--- config.mk ---
export PLATFORM = sky130hd
export DESIGN_NAME = data_bus_arbiter
export DESIGN_NICKNAME = d
export VERILOG_FILES = /design/src/rtl/data_bus_arbiter.sv
export SDC_FILE = /design/constraint.sdc
export NUM_CORES = 1
export LEC_CHECK = 0
export BUFFER_PORTS_ARGS = -buffer_cell sky130_fd_sc_hd__buf_2
export CORE_AREA = 8 8 109 111
export CTS_BUF_LIST = sky130_fd_sc_hd__clkbuf_16
export DETAILED_ROUTE_END_ITERATION = 12
export DIE_AREA = 0 0 117 119
export GPL_ROUTABILITY_DRIVEN = 0
export MAX_ROUTING_LAYER = met4
export PLACE_DENSITY = 0.72
export SKIP_LAST_GASP = 1
export SLEW_MARGIN = 20
export SYNTH_ARGS = -nofsm -noshare
export SYNTH_HDL_FRONTEND = slang
export SYNTH_SLANG_ARGS = --single-unit
--- constraint.sdc ---
create_clock -name sysclk -period 1.9 [get_ports sysclk]
set_input_delay 0.285 -clock sysclk [delete_from_list [all_inputs] [get_ports sysclk]]
set_output_delay 0.285 -clock sysclk [all_outputs]
set_load 0.03 [all_outputs]
--- src/rtl/data_bus_arbiter.sv ---
`default_nettype none
// ============================================================================
// Module   : data_bus_arbiter
// Purpose  : Shares the single data-memory port between the CPU MEM stage
//            and the UART DMA engine. The CPU normally wins. A DMA request
//            that stays blocked for STARVE_LIMIT consecutive cycles is
//            forced onto the bus for one cycle, and the CPU is stalled for
//            that cycle. DMA requests whose address has bit 30 set are
//            rejected with a one-cycle error pulse.
// Ports    : sysclk, reset (async, active-low)
//            cpu_rd/cpu_wr/cpu_addr/cpu_wdata -> cpu_rdata, cpu_stall
//            dma_req/dma_wr/dma_addr/dma_wdata -> dma_gnt, dma_ack,
//                                                 dma_rdata, dma_err
//            mem_addr/mem_wdata/mem_rd/mem_wr <- mem_rdata (async read)
// Revision : 1.0 - initial release
// ============================================================================
module data_bus_arbiter #(
  // Legal range 1..7, because the wait counter is 3 bits wide.
  parameter int STARVE_LIMIT = 4
) (
  input  logic        sysclk,
  input  logic        reset,
  input  logic        cpu_rd,
  input  logic        cpu_wr,
  input  logic [31:0] cpu_addr,
  input  logic [31:0] cpu_wdata,
  output logic [31:0] cpu_rdata,
  output logic        cpu_stall,
  input  logic        dma_req,
  input  logic        dma_wr,
  input  logic [31:0] dma_addr,
  input  logic [31:0] dma_wdata,
  output logic        dma_gnt,
  output logic        dma_ack,
  output logic [31:0] dma_rdata,
  output logic        dma_err,
  output logic [31:0] mem_addr,
  output logic [31:0] mem_wdata,
  output logic        mem_rd,
  output logic        mem_wr,
  input  logic [31:0] mem_rdata
);

  localparam logic [2:0] c_limit = 3'(STARVE_LIMIT);

  typedef enum logic [1:0] {
    IDLE  = 2'd0,
    WAIT  = 2'd1,
    FORCE = 2'd2
  } state_t;

  state_t     r_state;
  logic [2:0] r_wait_cnt;

  state_t     w_next_state;
  logic [2:0] w_next_cnt;
  logic [2:0] w_cnt_inc;
  logic       w_cpu_active;
  logic       w_dma_ok;
  logic       w_dma_bad;
  logic       w_cpu_gnt;
  logic       w_dma_gnt;
  logic       w_stall;

  // --------------------------------------------------------------------------
  // Arbitration decision for the current cycle
  // --------------------------------------------------------------------------
  always_comb begin
    w_cpu_active = cpu_rd | cpu_wr;
    w_dma_ok     = dma_req & ~dma_addr[30];
    w_dma_bad    = dma_req &  dma_addr[30];
    // Saturating increment: the counter stops at the limit and never wraps.
    w_cnt_inc    = (r_wait_cnt >= c_limit) ? c_limit : r_wait_cnt + 3'd1;

    w_cpu_gnt    = 1'b0;
    w_dma_gnt    = 1'b0;
    w_stall      = 1'b0;
    w_next_state = IDLE;
    w_next_cnt   = 3'd0;

    case (r_state)
      IDLE: begin
        if (w_cpu_active) begin
          w_cpu_gnt = 1'b1;
          if (w_dma_ok) begin
            // First blocked cycle; a limit of 1 starves immediately.
            w_next_cnt   = 3'd1;
            w_next_state = (3'd1 >= c_limit) ? FORCE : WAIT;
          end
        end else if (w_dma_ok) begin
          w_dma_gnt = 1'b1;
        end
      end

      WAIT: begin
        if (!w_dma_ok) begin
          // Requester gave up (or turned into a rejected address).
          w_cpu_gnt = w_cpu_active;
        end else if (w_cpu_active) begin
          w_cpu_gnt    = 1'b1;
          w_next_cnt   = w_cnt_inc;
          w_next_state = (w_cnt_inc >= c_limit) ? FORCE : WAIT;
        end else begin
          w_dma_gnt = 1'b1;
        end
      end

      FORCE: begin
        // DMA takes the port whatever the CPU wants; the CPU is frozen only
        // if it actually had an access this cycle.
        w_dma_gnt = w_dma_ok;
        w_stall   = w_dma_ok & w_cpu_active;
      end

      default: begin
        w_next_state = IDLE;
      end
    endcase
  end

  // --------------------------------------------------------------------------
  // Memory port steering
  // --------------------------------------------------------------------------
  always_comb begin
    dma_gnt   = w_dma_gnt;
    cpu_stall = w_stall;
    if (w_dma_gnt) begin
      mem_addr  = dma_addr;
      mem_wdata = dma_wdata;
      mem_wr    = dma_wr;
      mem_rd    = ~dma_wr;
      cpu_rdata = 32'd0;
    end else begin
      mem_addr  = cpu_addr;
      mem_wdata = cpu_wdata;
      mem_wr    = w_cpu_gnt & cpu_wr;
      mem_rd    = w_cpu_gnt & cpu_rd;
      cpu_rdata = w_cpu_gnt ? mem_rdata : 32'd0;
    end
  end

  // --------------------------------------------------------------------------
  // State and registered DMA responses
  // --------------------------------------------------------------------------
  always_ff @(posedge sysclk or negedge reset) begin
    if (!reset) begin
      r_state    <= IDLE;
      r_wait_cnt <= 3'd0;
      dma_ack    <= 1'b0;
      dma_err    <= 1'b0;
      dma_rdata  <= 32'd0;
    end else begin
      r_state    <= w_next_state;
      r_wait_cnt <= w_next_cnt;
      dma_ack    <= w_dma_gnt;
      dma_err    <= w_dma_bad;
      if (w_dma_gnt && !dma_wr) begin
        dma_rdata <= mem_rdata;
      end
    end
  end

endmodule
`default_nettype wire

==> results.json, run 1 <==
{
  "cts_tree": "done",
  "die-area_um2": 13900,
  "core_area_um2": 10100,
  "end_kind": "output port",
  "violations": "setup timing",
  "combPwrFrac_pct": 44.2,
  "tightest_slew_ps": 236,
  "avgSynthCellArea_um2": 12.6,
  "die_h_um": 119,
  "worstSetupStartpoint": "r_state[1]$_DFF_PN0_",
  "viasPerCell": 4.38,
  "die_w_um": 117,
  "initial_utilization_pct": 25.7,
  "diodes": 0,
  "whs_ps": 248,
  "gr-usage-all-layers_pct": 15.8,
  "fin_area_um2": 5000,
  "intPower_mw": 2.47,
  "drtPass1Iterations": 4,
  "drive_gt1_share_pct": 82.5,
  "synth_warnings": 0,
  "worst-r2r-cell-count": 4,
  "relSlewSlack_pct": 84.3,
  "p_clk_share_pct": 28.2,
  "cts_htree_levels": 2,
  "grt_pass1_vias": 3206,
  "multiInputGateArea_um2": 1710,
  "sw_frac_of_total_pct": 35.9,
  "r2r_end": "dma_rdata[8]$_DFFE_PN0P_",
  "finalSetupViolations": 67,
  "reg2reg_from": "r_state[1]$_DFF_PN0_",
  "max-cap-violations": 0,
  "layout_setup_ws_ps": -377,
  "slew_viol_final": 0,
  "ys_ff_latch": 38,
  "finClkSkew_ps": 1.82,
  "rows": 37,
  "seq_area_um2": 951,
  "endpoint": "mem_wdata[12]",
  "netlist_instances": 205,
  "initialDrtViolationCount": 62,
  "rsz0062_at_grt": "true",
  "grt_pass1_wl_um": 17300,
  "fillers": 916,
  "period_needed_ps": 2280,
  "critPathLaunchType": "flip-flop",
  "clk_path_buf_depth": 2,
  "ant_nets": 0,
  "synth_nets": 373,
  "syn_area_um2": 2590,
  "synth_top_cell_area_share_pct": 36.7,
  "dp_hpwl_um": 10000,
  "clock_latency_ps": 280,
  "min_period_over_period_pct": 120,
  "cellPowerDensity_nw_per_um2": 769,
  "grt_max_degree": 39,
  "antenna_found_initial": 0,
  "clock_sinks": 38,
  "power_switching_mw": 1.38,
  "status": "finished with violations",
  "grt_overflow": 0,
  "critPathKind": "reg -> out",
  "arrival_ps": 1990,
  "ios": 300,
  "cp_max_fo": 12,
  "wl_per_cell_um": 18.4,
  "p_leak_nw": 2.78,
  "cts_root_buffer": "clkbuf_16",
  "fin_nets": 686,
  "numCtsBuffers": 5,
  "yosysTopAreaCell": "dfrtp_1",
  "synthTopCellsByArea": "dfrtp_1, mux2_2, mux2_4",
  "power_frac_seq_pct": 27.6,
  "vdd_drop_max_mv": 0.514,
  "reg2reg_slack_ps": 140,
  "max_freq_ghz": 0.439,
  "utilization_pct": 49.6,
  "crit_required_ps": 1620,
  "finalHoldViolCount": 0,
  "totalWireLength_um": 12000,
  "syn_to_final_growth_pct": 93.0,
  "remaining_drc_errors": 0,
  "via_count": 2866,
  "ys_types": 22,
  "placed_area_um2": 4480,
  "clkTransAtPathRegs_ps": 60,
  "port_buffers": 299,
  "hold_class": "in -> reg",
  "seq_area_frac_synth_pct": 36.7
}
-- logic make-up after synthesis --
family | share of synthesized area [%]
AOI/OAI and AO/OA | 1.83
buffers and inverters | 4.58
DFF | 36.7
adders and majority gates | 0.965
and+or+nand+nor | 10.5
muxes | 45.5
-- what timing repair did --
item                                   4_1_cts  5_1_grt
resized for setup                           63       22
endpoints found under the hold margin       38        0
setup endpoints to repair                   67       95
pin swaps                                    1        0
gates cloned                                 1        1
buffers inserted                             1        2
hold buffers                                 1        0
-- area by class of cell --
cell class / instances / share of cell area (%)
Tap cell: 136 / 3.40
Clock inverter: 3 / 1.38
Multi-Input combinational cell: 149 / 34.2
Clock buffer: 5 / 2.50
Inverter: 4 / 0.300
Sequential cell: 38 / 19.0
Timing Repair Buffer: 320 / 39.2
-- cell usage in the layout, fill, tap and decap left out, types with 2 or more instances in the layout --
master,netlist,layout
buf_2,2,239
mux2_4,29,66
buf_4,5,58
dfrtp_1,38,38
and2_1,33,33
mux2_2,66,29
buf_6,4,13
clkbuf_16,0,6
buf_12,0,5
inv_1,4,4
nor2_1,4,4
nand2b_1,3,3
nand2_1,2,2
a21oi_1,2,2
ha_1,2,2
bufinv_16,0,2
-- flip-flops by register name, indices dropped and copies added, names as in the netlist --
| signal | count |
|---|---|
| dma_err | 1 |
| r_state | 2 |
| dma_ack | 1 |
| r_wait_cnt | 2 |
| dma_rdata | 32 |
-- power groups by stage --
stage	logic, mW	clock network [mW]	registers [mW]
final	1.70	1.08	1.06
after global routing	1.78	1.14	1.09
after CTS	1.69	1.11	1.07
after detailed placement	1.63	0	1.07
after global placement	1.61	0	1.07
after floorplan	0.717	0	1.40
-- critical path: stages (launching register included) --
cell and delay [ps]:
dfrtp_1 380, or3_4 350, o21ai_4 150, buf_12 160, buf_16 150, mux2_2 340, buf_4 170
-- how the worst min path moves through the flow --
stage | from | endpoint | slack (ps) | depth (start not counted)
detailed placement | reset | dma_rdata[19]$_DFFE_PN0P_ | 270 | 2
global route | mem_rdata[12] | dma_rdata[12]$_DFFE_PN0P_ | 240 | 2
global placement | reset | dma_rdata[15]$_DFFE_PN0P_ | 260 | 2
finish | dma_addr[30] | dma_err$_DFF_PN0_ | 250 | 2
CTS | mem_rdata[19] | dma_rdata[19]$_DFFE_PN0P_ | 240 | 2
floorplan | reset | dma_ack$_DFF_PN0_ | -10 | 0
-- Yosys cell counts --
master,instances
and2_1,33
buf_2,2
nand2_1,2
buf_4,5
nand4bb_1,1
a21oi_1,2
o21ba_2,1
or3_1,1
dfrtp_1,38
a211o_1,1
o21ai_0,1
a22o_1,1
clkbuf_1,3
nor2b_1,1
mux2_2,66
buf_6,4
mux2_4,29
o21ai_1,1
nand2b_1,3
ha_1,2
inv_1,4
nor2_1,4
-- routing by layer --
layer	wire length [um]	share of wire, %	track usage (%)	vias to the layer above
met5	0	0	-	-
met4	196	1.6	3.60	0
met3	1230	10	4.55	14
met2	6250	52	29.0	161
met1	4350	36	16.1	1356
li1	-	-	-	1335
-- metrics by stage --
stage | TNS, ps | total power, mW | setup slack, ps | instances
after floorplan | 0 | 2.11 | 13.6 | 205
after global placement | -14180 | 2.68 | -239 | 642
after detailed placement | -14820 | 2.70 | -267 | 642
after CTS | -22800 | 3.87 | -381 | 653
after global routing | -24820 | 4.01 | -421 | 655
final | -21960 | 3.84 | -377 | 655
Power figures use the tool's default switching activity.
==> run 2, diff against run 1 <==
--- a/config.mk
+++ b/config.mk
@@ -13,6 +13,7 @@
 export GPL_ROUTABILITY_DRIVEN = 0
 export MAX_ROUTING_LAYER = met4
 export PLACE_DENSITY = 0.72
+export RECOVER_POWER = 100
 export SKIP_LAST_GASP = 1
 export SLEW_MARGIN = 20
 export SYNTH_ARGS = -nofsm -noshare
==> results.json, run 2 (synthesis results as in run 1) <==
{
  "dp_hpwl_um": 10000,
  "top_layer": "met4",
  "grt_max_degree": 39,
  "path_delay_family": "buffers and inverters",
  "utilization_pct": 49.0,
  "wl_met1_um": 4370,
  "reg2reg_slack_ps": 140,
  "r2r_end": "dma_rdata[8]$_DFFE_PN0P_",
  "clkTransAtPathRegs_ps": 60,
  "worstSetupPathDepth": 6,
  "rsz0062_at_grt": "true",
  "drtPass1Iterations": 4,
  "max_freq_ghz": 0.439,
  "initial_utilization_pct": 25.7,
  "cts_root_buffer": "clkbuf_16",
  "slew_viol_final": 0,
  "cts_tree": "done",
  "seq_area_um2": 951,
  "critPathKind": "reg -> out",
  "wl_met3_um": 1200,
  "finalSetupViolations": 67,
  "numCtsBuffers": 5,
  "cts_htree_levels": 2,
  "initialDrtViolationCount": 70,
  "port_buffers": 299,
  "clock_latency_ps": 270,
  "tightest_slew_ps": 921,
  "pre_cts_ws_ps": -267,
  "final_common_cell": "buf_2",
  "multiInputGateArea_um2": 1710,
  "min_period_over_period_pct": 120,
  "vdd_drop_max_mv": 0.490,
  "status": "finished with violations",
  "clock_sinks": 38,
  "critPathBufInv": 3,
  "drive_gt1_share_pct": 75.9,
  "crit_required_ps": 1620,
  "gr-usage-all-layers_pct": 15.8,
  "hold_class": "in -> reg",
  "grt_pass1_vias": 3206,
  "finalHoldViolCount": 0,
  "fin_nets": 686,
  "violations": "setup timing",
  "clk_path_buf_depth": 2,
  "layout_setup_ws_ps": -379,
  "totalWireLength_um": 12000,
  "wl_per_cell_um": 18.3,
  "die_w_um": 117,
  "cp_slowest_cell": "dfrtp_1",
  "layout_common_cells": "buf_2, mux2_4, buf_4",
  "largest_reg_flops": 32,
  "max-cap-violations": 0,
  "worst-r2r-cell-count": 4,
  "via_count": 2870,
  "grt_pass1_wl_um": 17300,
  "ant_nets": 0,
  "endpoint": "mem_wdata[12]",
  "finClkSkew_ps": 0.697,
  "largest_registers": "dma_rdata: 32 flops, r_state: 2 flops, r_wait_cnt: 2 flops",
  "die-area_um2": 13900,
  "relSlewSlack_pct": 38.6,
  "path_cells": "or3_4, o21ai_4, buf_12, buf_16, mux2_2, buf_4",
  "worstHoldPathCells": 2,
  "core_area_um2": 10100,
  "critPathLaunchType": "flip-flop",
  "viasPerCell": 4.38,
  "end_kind": "output port",
  "die_h_um": 119,
  "regMostFlops": "dma_rdata",
  "fillers": 939,
  "crit_path_max_incr_delay_ps": 380,
  "syn_to_final_growth_pct": 90.7,
  "worstSetupStartpoint": "r_state[1]$_DFF_PN0_",
  "period_needed_ps": 2280,
  "arrival_ps": 1990,
  "ios": 300,
  "reg2reg_from": "r_state[1]$_DFF_PN0_",
  "cellPowerDensity_nw_per_um2": 768,
  "rows": 37,
  "grt_overflow": 0,
  "remaining_drc_errors": 0,
  "diodes": 0,
  "wl_met2_um": 6240,
  "antenna_found_initial": 0,
  "cp_max_fo": 12,
  "p_leak_nw": 2.67,
  "design_power_total_mw": 3.80
}
==> run 2: cell count changes in the layout (fill, tap and decap cells not counted), sizes merged <==
| cell | change |
|---|---|
| clkbuf | +35 |
| buf | -35 |
==> run 2: layout make-up <==
cell class / instances / area share (%)
clock buffer: 5 / 2.53
clock inverter: 3 / 1.39
inverter: 4 / 0.304
multi-input combinational: 149 / 34.6
sequential: 38 / 19.2
tap: 136 / 3.44
timing repair buffer: 320 / 38.5
==> run 2: how the worst min path moves through the flow <==
stage,slack (ps),endpoint,from
2_1_floorplan,-10,dma_ack$_DFF_PN0_,reset
3_3_place_gp,260,dma_rdata[15]$_DFFE_PN0P_,reset
3_5_place_dp,270,dma_rdata[19]$_DFFE_PN0P_,reset
4_1_cts,240,dma_rdata[19]$_DFFE_PN0P_,mem_rdata[19]
5_1_grt,240,dma_rdata[12]$_DFFE_PN0P_,mem_rdata[12]
6_report,250,dma_err$_DFF_PN0_,dma_addr[30]
==> run 2: worst register-to-register path: cells and delay by family, from the launching register on <==
family | cells | cell delay, ps
AO/OA/AOI/OAI | 1 | 360
buffers and inverters | 1 | 200
flip-flops | 1 | 380
multiplexers | 1 | 350
AND/OR/NAND/NOR | 1 | 350
==> run 2: through the flow <==
stage | TNS, ps | std cells | instance area (um2) | hold slack, ps
global route | -24820 | 655 | 4940 | 240
floorplan | 0 | 205 | 2780 | -10.6
global placement | -14180 | 642 | 4480 | 263
CTS | -22800 | 653 | 4910 | 242
finish | -22030 | 655 | 4940 | 248
detailed placement | -14820 | 642 | 4480 | 267
==> run 2: power breakdown <==
part	leakage [nW]	switching (mW)	total (mW)	internal, mW
Combinational	2.10	0.961	1.65	0.686
Clock	0.0940	0.329	1.08	0.754
Sequential	0.472	0.0940	1.07	0.974
==> run 2: timing repair <==
action | 4_1_cts | 5_1_grt
endpoints found under the hold margin | 38 | 0
setup buffers | 1 | 2
gates resized for setup | 63 | 22
pin swaps | 1 | 0
gates cloned | 1 | 1
setup endpoints to repair | 67 | 95
hold buffers | 1 | 0
==> run 2: per-layer routing <==
metal | track usage, % | vias up
met5 | - | -
met4 | 3.60 | 0
met3 | 4.55 | 16
met2 | 29.0 | 163
met1 | 16.1 | 1355
li1 | - | 1336
